**src/rtl/j_mac_accum_pkg.sv**
```systemverilog
// rtl/j_mac_accum_pkg.sv - shared DSP package for the Jerry MAC accumulator
// Purpose: state encoding, accumulator/counter widths and the product
//          sign-extension helper used by j_mac_accum and j_acc_addsub.
// Ports:   none (package)
package j_mac_accum_pkg;

  localparam int ACC_W  = 40;
  localparam int CNT_W  = 4;
  localparam int PROD_W = 32;

  typedef enum logic [1:0] {
    ST_IDLE = 2'd0,
    ST_RUN  = 2'd1,
    ST_DONE = 2'd2
  } state_e;

  function automatic logic [ACC_W-1:0] sext32to40(input logic [PROD_W-1:0] v);
    return {{(ACC_W-PROD_W){v[PROD_W-1]}}, v};
  endfunction

endpackage

```
**src/rtl/j_acc_addsub.sv**
```systemverilog
// rtl/j_acc_addsub.sv - 40-bit add/subtract with signed overflow flag
// Purpose: combinational sum_o = a_i +/- b_i, wrapping modulo 2^ACC_W.
// Ports:   a_i   in  ACC_W  current accumulator
//          b_i   in  ACC_W  sign-extended operand
//          sub_i in  1      1 = a_i - b_i, 0 = a_i + b_i
//          sum_o out ACC_W  wrapped result
//          ovf_o out 1      signed overflow of this operation
module j_acc_addsub
  import j_mac_accum_pkg::*;
(
  input  logic [ACC_W-1:0] a_i,
  input  logic [ACC_W-1:0] b_i,
  input  logic             sub_i,
  output logic [ACC_W-1:0] sum_o,
  output logic             ovf_o
);

  logic b_sign_eff;

  always_comb begin
    sum_o      = sub_i ? (a_i - b_i) : (a_i + b_i);
    // Subtraction adds the negated operand, so its effective sign flips.
    b_sign_eff = sub_i ? ~b_i[ACC_W-1] : b_i[ACC_W-1];
    ovf_o      = (a_i[ACC_W-1] == b_sign_eff) && (sum_o[ACC_W-1] != a_i[ACC_W-1]);
  end

endmodule

```
**src/rtl/j_mac_accum.sv**
```systemverilog
// rtl/j_mac_accum.sv - sequenced 40-bit multiply-accumulate register
// Purpose: accumulates a programmed number of signed 32-bit products into a
//          40-bit guarded accumulator (add or subtract per term) and presents
//          the low 32 bits plus 8 guard bits to the saturation stage.
// Ports:   clk        in  1   system clock
//          reset      in  1   asynchronous active-high reset
//          start      in  1   begin a sequence (IDLE only)
//          keep       in  1   1 = accumulate onto current value, 0 = clear first
//          count      in  4   number of terms, 0 = 16
//          prod       in  32  signed product
//          prod_valid in  1   prod presented this cycle
//          sub        in  1   subtract this term
//          prod_ready out 1   term accepted when prod_valid & prod_ready
//          q          out 32  accumulator bits 31..0
//          acc_hi     out 8   accumulator bits 39..32
//          busy       out 1   sequence in progress
//          done       out 1   one-cycle result-final pulse
//          ovf        out 1   sticky 40-bit signed overflow
module j_mac_accum
  import j_mac_accum_pkg::*;
(
  input  logic              clk,
  input  logic              reset,
  input  logic              start,
  input  logic              keep,
  input  logic [CNT_W-1:0]  count,
  input  logic [PROD_W-1:0] prod,
  input  logic              prod_valid,
  input  logic              sub,
  output logic              prod_ready,
  output logic [31:0]       q,
  output logic [ACC_W-33:0] acc_hi,
  output logic              busy,
  output logic              done,
  output logic              ovf
);

  state_e           state_q, state_d;
  logic [ACC_W-1:0] acc_q, acc_d;
  logic [CNT_W-1:0] cnt_q, cnt_d;
  logic             ovf_q, ovf_d;

  logic [ACC_W-1:0] sum;
  logic             term_ovf;

  j_acc_addsub u_addsub (
    .a_i   (acc_q),
    .b_i   (sext32to40(prod)),
    .sub_i (sub),
    .sum_o (sum),
    .ovf_o (term_ovf)
  );

  always_ff @(posedge clk or posedge reset) begin
    if (reset) begin
      state_q <= ST_IDLE;
      acc_q   <= '0;
      cnt_q   <= '0;
      ovf_q   <= 1'b0;
    end else begin
      state_q <= state_d;
      acc_q   <= acc_d;
      cnt_q   <= cnt_d;
      ovf_q   <= ovf_d;
    end
  end

  always_comb begin
    state_d = state_q;
    acc_d   = acc_q;
    cnt_d   = cnt_q;
    ovf_d   = ovf_q;
    case (state_q)
      ST_IDLE: begin
        if (start) begin
          // count=0 loads 0; the first decrement wraps to 15, giving 16 terms.
          cnt_d   = count;
          ovf_d   = 1'b0;
          state_d = ST_RUN;
          if (!keep) acc_d = '0;
        end
      end
      ST_RUN: begin
        if (prod_valid) begin
          acc_d = sum;
          ovf_d = ovf_q | term_ovf;
          cnt_d = cnt_q - CNT_W'(1);
          if (cnt_q == CNT_W'(1)) state_d = ST_DONE;
        end
      end
      ST_DONE: state_d = ST_IDLE;
      default: state_d = ST_IDLE;
    endcase
  end

  // Handshake and status decode from state only, keeping prod off every output path.
  assign prod_ready = (state_q == ST_RUN);
  assign busy       = (state_q != ST_IDLE);
  assign done       = (state_q == ST_DONE);
  assign q          = acc_q[31:0];
  assign acc_hi     = acc_q[ACC_W-1:32];
  assign ovf        = ovf_q;

endmodule
```
**config.mk**
```make
export PLATFORM = sky130hd
export DESIGN_NAME = j_mac_accum
export DESIGN_NICKNAME = d
export VERILOG_FILES = /design/src/rtl/j_mac_accum_pkg.sv /design/src/rtl/j_acc_addsub.sv /design/src/rtl/j_mac_accum.sv
export SDC_FILE = /design/constraint.sdc
export NUM_CORES = 1
export LEC_CHECK = 0
export CAP_MARGIN = 30
export CORE_MARGIN = 2
export CORE_UTILIZATION = 50
export DETAILED_ROUTE_END_ITERATION = 10
export DONT_BUFFER_PORTS = 1
export GPL_TIMING_DRIVEN = 0
export PLACE_DENSITY = 0.74
export SLEW_MARGIN = 20
export SYNTH_ARGS = -nofsm -noshare
export SYNTH_HDL_FRONTEND = slang
export SYNTH_SLANG_ARGS = --single-unit
export TNS_END_PERCENT = 30
```
**constraint.sdc**
```tcl
create_clock -name clk -period 2.6 [get_ports clk]
set_input_delay 0.52 -clock clk [delete_from_list [all_inputs] [get_ports clk]]
set_output_delay 0.52 -clock clk [all_outputs]
set_load 0.01 [all_outputs]
```
=== Yosys cells after proc, flatten, opt, wreduce, memory -nomap -nowiden ===
Cells that the tools add are included.

* Input bits: 42
* Register bits after elaboration: 47
* Output and inout port bits: 44
* Logic and storage cells: 41

* Reduce and logical (&&, ||, !) cells: 7
* Bitwise operators: 2
* Add/subtract/negate cells: 3
* Muxes and demuxes: 16
* Eq/ne operators: 9

{| class="wikitable"
|+ Operators by type and width
! cell !! number
|-
| two-way mux 40 bit || 4
|-
| case mux 40 bit (2 select lines) || 1
|-
| adder 40 bit || 1
|-
| subtractor 40 bit || 1
|-
| two-way mux 4 bit || 2
|-
| case mux 4 bit (2 select lines) || 1
|-
| two-way mux 2 bit || 3
|-
| != test 2 bit (second input constant) || 3
|-
| AND reduction 3 bit || 2
|-
| equality test 4 x 1 -> 1 bit (second input constant) || 1
|-
| case mux 2 bit (2 select lines) || 1
|-
| AND reduction 4 bit || 1
|-
| nonzero test 2 bit || 2
|-
| subtractor 4 x 1 -> 4 bit (second input constant) || 1
|-
| two-way mux 1 bit || 3
|-
| equality test 2 x 1 -> 1 bit (second input constant) || 1
|-
| equality test 2 bit (second input constant) || 1
|-
| zero test 2 bit || 1
|-
| != test 2 x 1 -> 1 bit (second input constant) || 1
|-
| case mux 1 bit (2 select lines) || 1
|-
| equality test 1 bit || 1
|-
| logical AND 1 bit || 1
|-
| != test 1 bit || 1
|-
| NOT 1 bit || 1
|-
| OR 1 bit || 1
|}

=== Logic depth before layout (Yosys ltp) ===
* Depth in word-level cells: 7
* Mapped depth: 19

=== Modules after synthesis ===
A second synthesis with hierarchy kept.

* Cell total of the unflattened synthesis: 672
* Area, all modules: 5353.9 µm²

{| class="wikitable"
|+ Modules (own cells, without submodules)
! module !! cells each !! instances !! area an instance (µm²) !! sequential area each (µm²)
|-
| j_acc_addsub || 444 || 1 || 3032.9 || 0.0
|-
| j_mac_accum || 228 || 1 || 2321.0 || 1176.1
|}

=== Least setup slack after synthesis ===
Ideal clock, no wire load.

* Path type: input -> register
* From: input port prod[12]
* To: register ovf_q (netlist: ovf)
* Setup slack: -1.442 ns
* Required time: 2.533 ns
* Data arrival time: 3.975 ns
* Path buffers: 0
* Cell stages on the path: 16
* Path through: or3_4 or3_4 nor3_1 nand3b_1 nor2_1 a21oi_1 xnor2_1 ha_1 and3_1 and2_1 nand3_1 a2111oi_2 nor2_1 o31ai_2 a311o_1 a32o_1

* Longest elaborated chain between the ends: 7
* Elaborated cells on any way between the ends: 8

{| class="wikitable"
|+ RTL lines
! what !! RTL line !! source
|-
| start, declared || j_mac_accum.sv:27 || <nowiki>input logic [PROD_W-1:0] prod,</nowiki>
|-
| adder 40 bit / subtractor 40 bit (equally long branches) || j_acc_addsub.sv:21 || <nowiki>sum_o = sub_i ? (a_i - b_i) : (a_i + b_i);</nowiki>
|-
| two-way mux 40 bit (*) || j_acc_addsub.sv:21 ||
|-
| != test 1 bit (*) || j_acc_addsub.sv:24 || <nowiki>ovf_o = (a_i[ACC_W-1] == b_sign_eff) && (sum_o[ACC_W-1] != a_i[ACC_W-1]);</nowiki>
|-
| logical AND 1 bit (*) || j_acc_addsub.sv:24 ||
|-
| OR 1 bit (*) || j_mac_accum.sv:86 || <nowiki>ovf_d = ovf_q | term_ovf;</nowiki>
|-
| two-way mux 1 bit (*) || j_mac_accum.sv:84 || <nowiki>if (prod_valid) begin</nowiki>
|-
| case mux 1 bit (2 select lines) (*) || j_mac_accum.sv:73 || <nowiki>case (state_q)</nowiki>
|-
| end signal, assigned || j_mac_accum.sv:64 || <nowiki>ovf_q <= ovf_d;</nowiki>
|-
| end, declared || j_mac_accum.sv:41 || <nowiki>logic ovf_q, ovf_d;</nowiki>
|}

Mark *: on every way between the ends. The rest lies on a longest branch, timed or not. The select of a mux whose other input is x is not followed.
A chain may end at the register's enable or synchronous reset.

=== Final worst setup path ===
* From: input port prod[12]
* To: register acc_q[36]

* Longest elaborated chain between the ends: 4
* Elaborated cells on any way between the ends: 5

{| class="wikitable"
|+ RTL lines
! what !! RTL line !! source
|-
| adder 40 bit / subtractor 40 bit (equally long branches) || j_acc_addsub.sv:21 ||
|-
| two-way mux 40 bit (*) || j_acc_addsub.sv:21 ||
|-
| two-way mux 40 bit (*) || j_mac_accum.sv:84 ||
|-
| case mux 40 bit (2 select lines) (*) || j_mac_accum.sv:73 ||
|-
| end signal, assigned || j_mac_accum.sv:57 || <nowiki>acc_q <= '0;</nowiki>
|-
| end signal, assigned || j_mac_accum.sv:62 || <nowiki>acc_q <= acc_d;</nowiki>
|-
| end, declared || j_mac_accum.sv:39 || <nowiki>logic [ACC_W-1:0] acc_q, acc_d;</nowiki>
|}

Marks and branches as above.

==> impl_metrics.env <==
export IMPL_worst_slew_pin_slew_ns=0.722
export IMPL_cts_sinks=47
export IMPL_period_needed_ns=3.92
export IMPL_whs_ns=0.0679
export IMPL_synthToLayoutAreaGrowth_pct=21.7
export IMPL_grt_pass1_wl_um=24900
export IMPL_power_mw=7.65
export IMPL_hold_class="input pin to asynchronous set/reset pin"
export IMPL_r2r_slack_ns=-0.36
export IMPL_syn_num_nets=732
export IMPL_die_area_um2=10700
export IMPL_grt_max_degree=30
export IMPL_fin_tns_setup_ns=-23.24
export IMPL_cts_inserted_buffers=5
export IMPL_path_class="input pin to register"
export IMPL_ant_nets=0
export IMPL_irDropWorstVdd_uv=657
export IMPL_row_count=36
export IMPL_crit_start="prod[12]"
export IMPL_finalSetupViolCount=28
export IMPL_start_util_pct=51.2
export IMPL_required_ns=2.82
export IMPL_clkLatencyLatePin_ns=0.32
export IMPL_antenna_found_initial=0
export IMPL_yosysWarnings=0
export IMPL_r2r_start="acc_q[0]"
export IMPL_hold_viol_final=0
export IMPL_vias_per_cell=6.29
export IMPL_clkTransAtPathRegs_ns=0.11
export IMPL_cp_max_fo=5
export IMPL_final_common_cell="nand2_1"
export IMPL_max_freq_mhz=255
export IMPL_final_cell_mix="66 x nand2_1, 47 x xnor2_1, 47 x dfrtp_1"
export IMPL_ctsLongestPathBuffers=2
export IMPL_grt_setup_unrepaired="true"
export IMPL_synth_edf_count=0
export IMPL_h_tree_depth=2
export IMPL_final_setup_skew_ns=0.0148
export IMPL_drtPass1Iterations=5
export IMPL_yosysSeqAreaShare_pct=23.7
export IMPL_dieHeight_um=104
export IMPL_max_cap_viol_count=0
export IMPL_gp_congestion=0.953
export IMPL_cts_root_buf="clkbuf_8"
export IMPL_layout_setup_ws_ns=-1.32
export IMPL_async_flop_share_pct=100
export IMPL_wl_per_cell_um=18.7
export IMPL_grt_usage_pct=27.9
export IMPL_pre_cts_ws_ns=-2.07
export IMPL_cts_tree="yes"
export IMPL_ys_seq_elements=47
export IMPL_antenna_cells=0
export IMPL_postPlaceCellArea_um2=5240
export IMPL_cp_arrival_ns=4.14
export IMPL_p_per_area_nw_per_um2=1270
export IMPL_p_leak_nw=2.46
export IMPL_slew_viol_final=0
export IMPL_stdcell_area_um2=6040
export IMPL_synth_main_ff_cell="dfrtp_1"
export IMPL_die_w_um=104
export IMPL_ioPinCount=86
export IMPL_r2r_cells=12
export IMPL_dpl_hpwl_um=11000
export IMPL_coreArea_um2=9680
export IMPL_syn_inst=647
export IMPL_drt_wl_total_um=15200
export IMPL_first_global_vias=5128
export IMPL_mappedNetlistArea_um2=4960
export IMPL_slew_headroom_pct=51.8
export IMPL_vias=5122
export IMPL_first_iter_violations=284
export IMPL_num_nets_final=765
export IMPL_failed_checks="negative setup slack"
export IMPL_min_period_over_period_pct=151
export IMPL_worst_setup_path_end_kind="register"
export IMPL_drive_gt1_share_pct=21.9
export IMPL_rr_endpoint="acc_q[32]"
export IMPL_avgSynthCellArea_um2=7.67
export IMPL_drc=0
export IMPL_port_buffers=0
export IMPL_gr_total_overflow=0
export IMPL_yosysUniqueCellTypes=68
export IMPL_status="finished with violations"
export IMPL_start_kind="input pin"
-- per-stage QoR --
step | std cells | utilization [%]
3_5_place_dp | 781 | 54.1
6_report | 814 | 62.3
5_1_grt | 814 | 62.3
3_3_place_gp | 780 | 53.9
4_1_cts | 811 | 60.9
2_1_floorplan | 647 | -
-- report_power, final --
part	internal (mW)	leakage, nW	switching, mW
registers	1.10	0.567	0.564
clock network	0.293	0.0587	0.307
logic	2.26	1.84	3.12
-- kinds of logic (layout without fill, tap and decap cells) --
group                    after synthesis  count (layout)  synth area share (%)
AO/OA/AOI/OAI                        214             214                  27.3
XOR/XNOR                              58              58                  10.2
adder cells (fa/ha/maj)               43              43                  11.0
buffers and inverters                 62              96                  4.79
flip-flops                            47              47                  23.7
multiplexers                           1               1                 0.227
AND/OR/NAND/NOR                      222             222                  22.7
-- metal layers --
metal / part of all wire [%] / wire length [µm] / up-vias / GRT usage (%)
met1: 40 / 6060 / 2442 / 33.0
li1: - / - / 2412 / -
met5: 0 / 0 / - / 0
met4: 3.6 / 555 / 0 / 10.8
met3: 7.7 / 1170 / 49 / 6.80
met2: 49 / 7450 / 219 / 48.7
-- worst max path at each step --
stage | end | cells after the start
floorplan | ovf | 16
global route | ovf | 16
finish | acc_q[36] | 16
global placement | ovf | 18
detailed placement | ovf | 18
CTS | ovf | 16
-- critical path, cell delays in order --
cell	delay [ns]
or3_4	0.38
or3_4	0.37
nor3_4	0.23
nand3b_1	0.22
nor2_4	0.22
a21oi_2	0.08
xnor2_1	0.19
ha_2	0.33
and3_4	0.18
and2_4	0.17
a221oi_4	0.32
o31a_1	0.25
a21oi_2	0.10
o221ai_2	0.19
nand3_1	0.11
a32o_1	0.27
-- repair_timing --
item / CTS / global route
pin swaps: 40 / 14
setup endpoints to repair: 37 / 34
hold buffers: 0 / 0
gates resized for setup: 89 / 31
buffers inserted: 27 / 3
-- registers in the layout, summed over array words and instances, names as in the netlist --
name and cells:
state_q 2, ovf 1, acc_q 40, cnt_q 4
-- cells in the mapped netlist (5+ instances only) --
master | count | area share [%]
a211oi_1 | 6 | 0.91
a21o_1 | 19 | 2.9
a21oi_1 | 64 | 6.5
a31oi_1 | 9 | 1.1
and2_1 | 11 | 1.4
clkbuf_1 | 20 | 1.5
dfrtp_1 | 47 | 24
ha_1 | 42 | 11
inv_1 | 36 | 2.7
nand2_1 | 68 | 5.1
nand2b_1 | 8 | 1.0
nand3_1 | 19 | 1.9
nand4_1 | 9 | 1.1
nor2_1 | 48 | 3.6
nor2b_1 | 6 | 0.76
nor3_1 | 18 | 1.8
o2111ai_1 | 5 | 0.88
o21ai_0 | 51 | 5.1
o21ai_1 | 8 | 0.81
o21bai_1 | 5 | 0.76
o31ai_1 | 8 | 1.2
or3_1 | 5 | 0.63
xnor2_1 | 48 | 8.5
xor2_1 | 10 | 1.8
-- final cells by class --
cell class | count | area (µm²)
multi-input cells | 538 | 4070
fillers | 786 | 3650
flip-flops and latches | 47 | 1180
repair buffers | 31 | 249
well taps | 133 | 166
inverters | 36 | 135
plain buffers | 21 | 129
clock buffers | 5 | 68.8
clock inverters | 3 | 47.5
(Power assumes the default switching activity.)
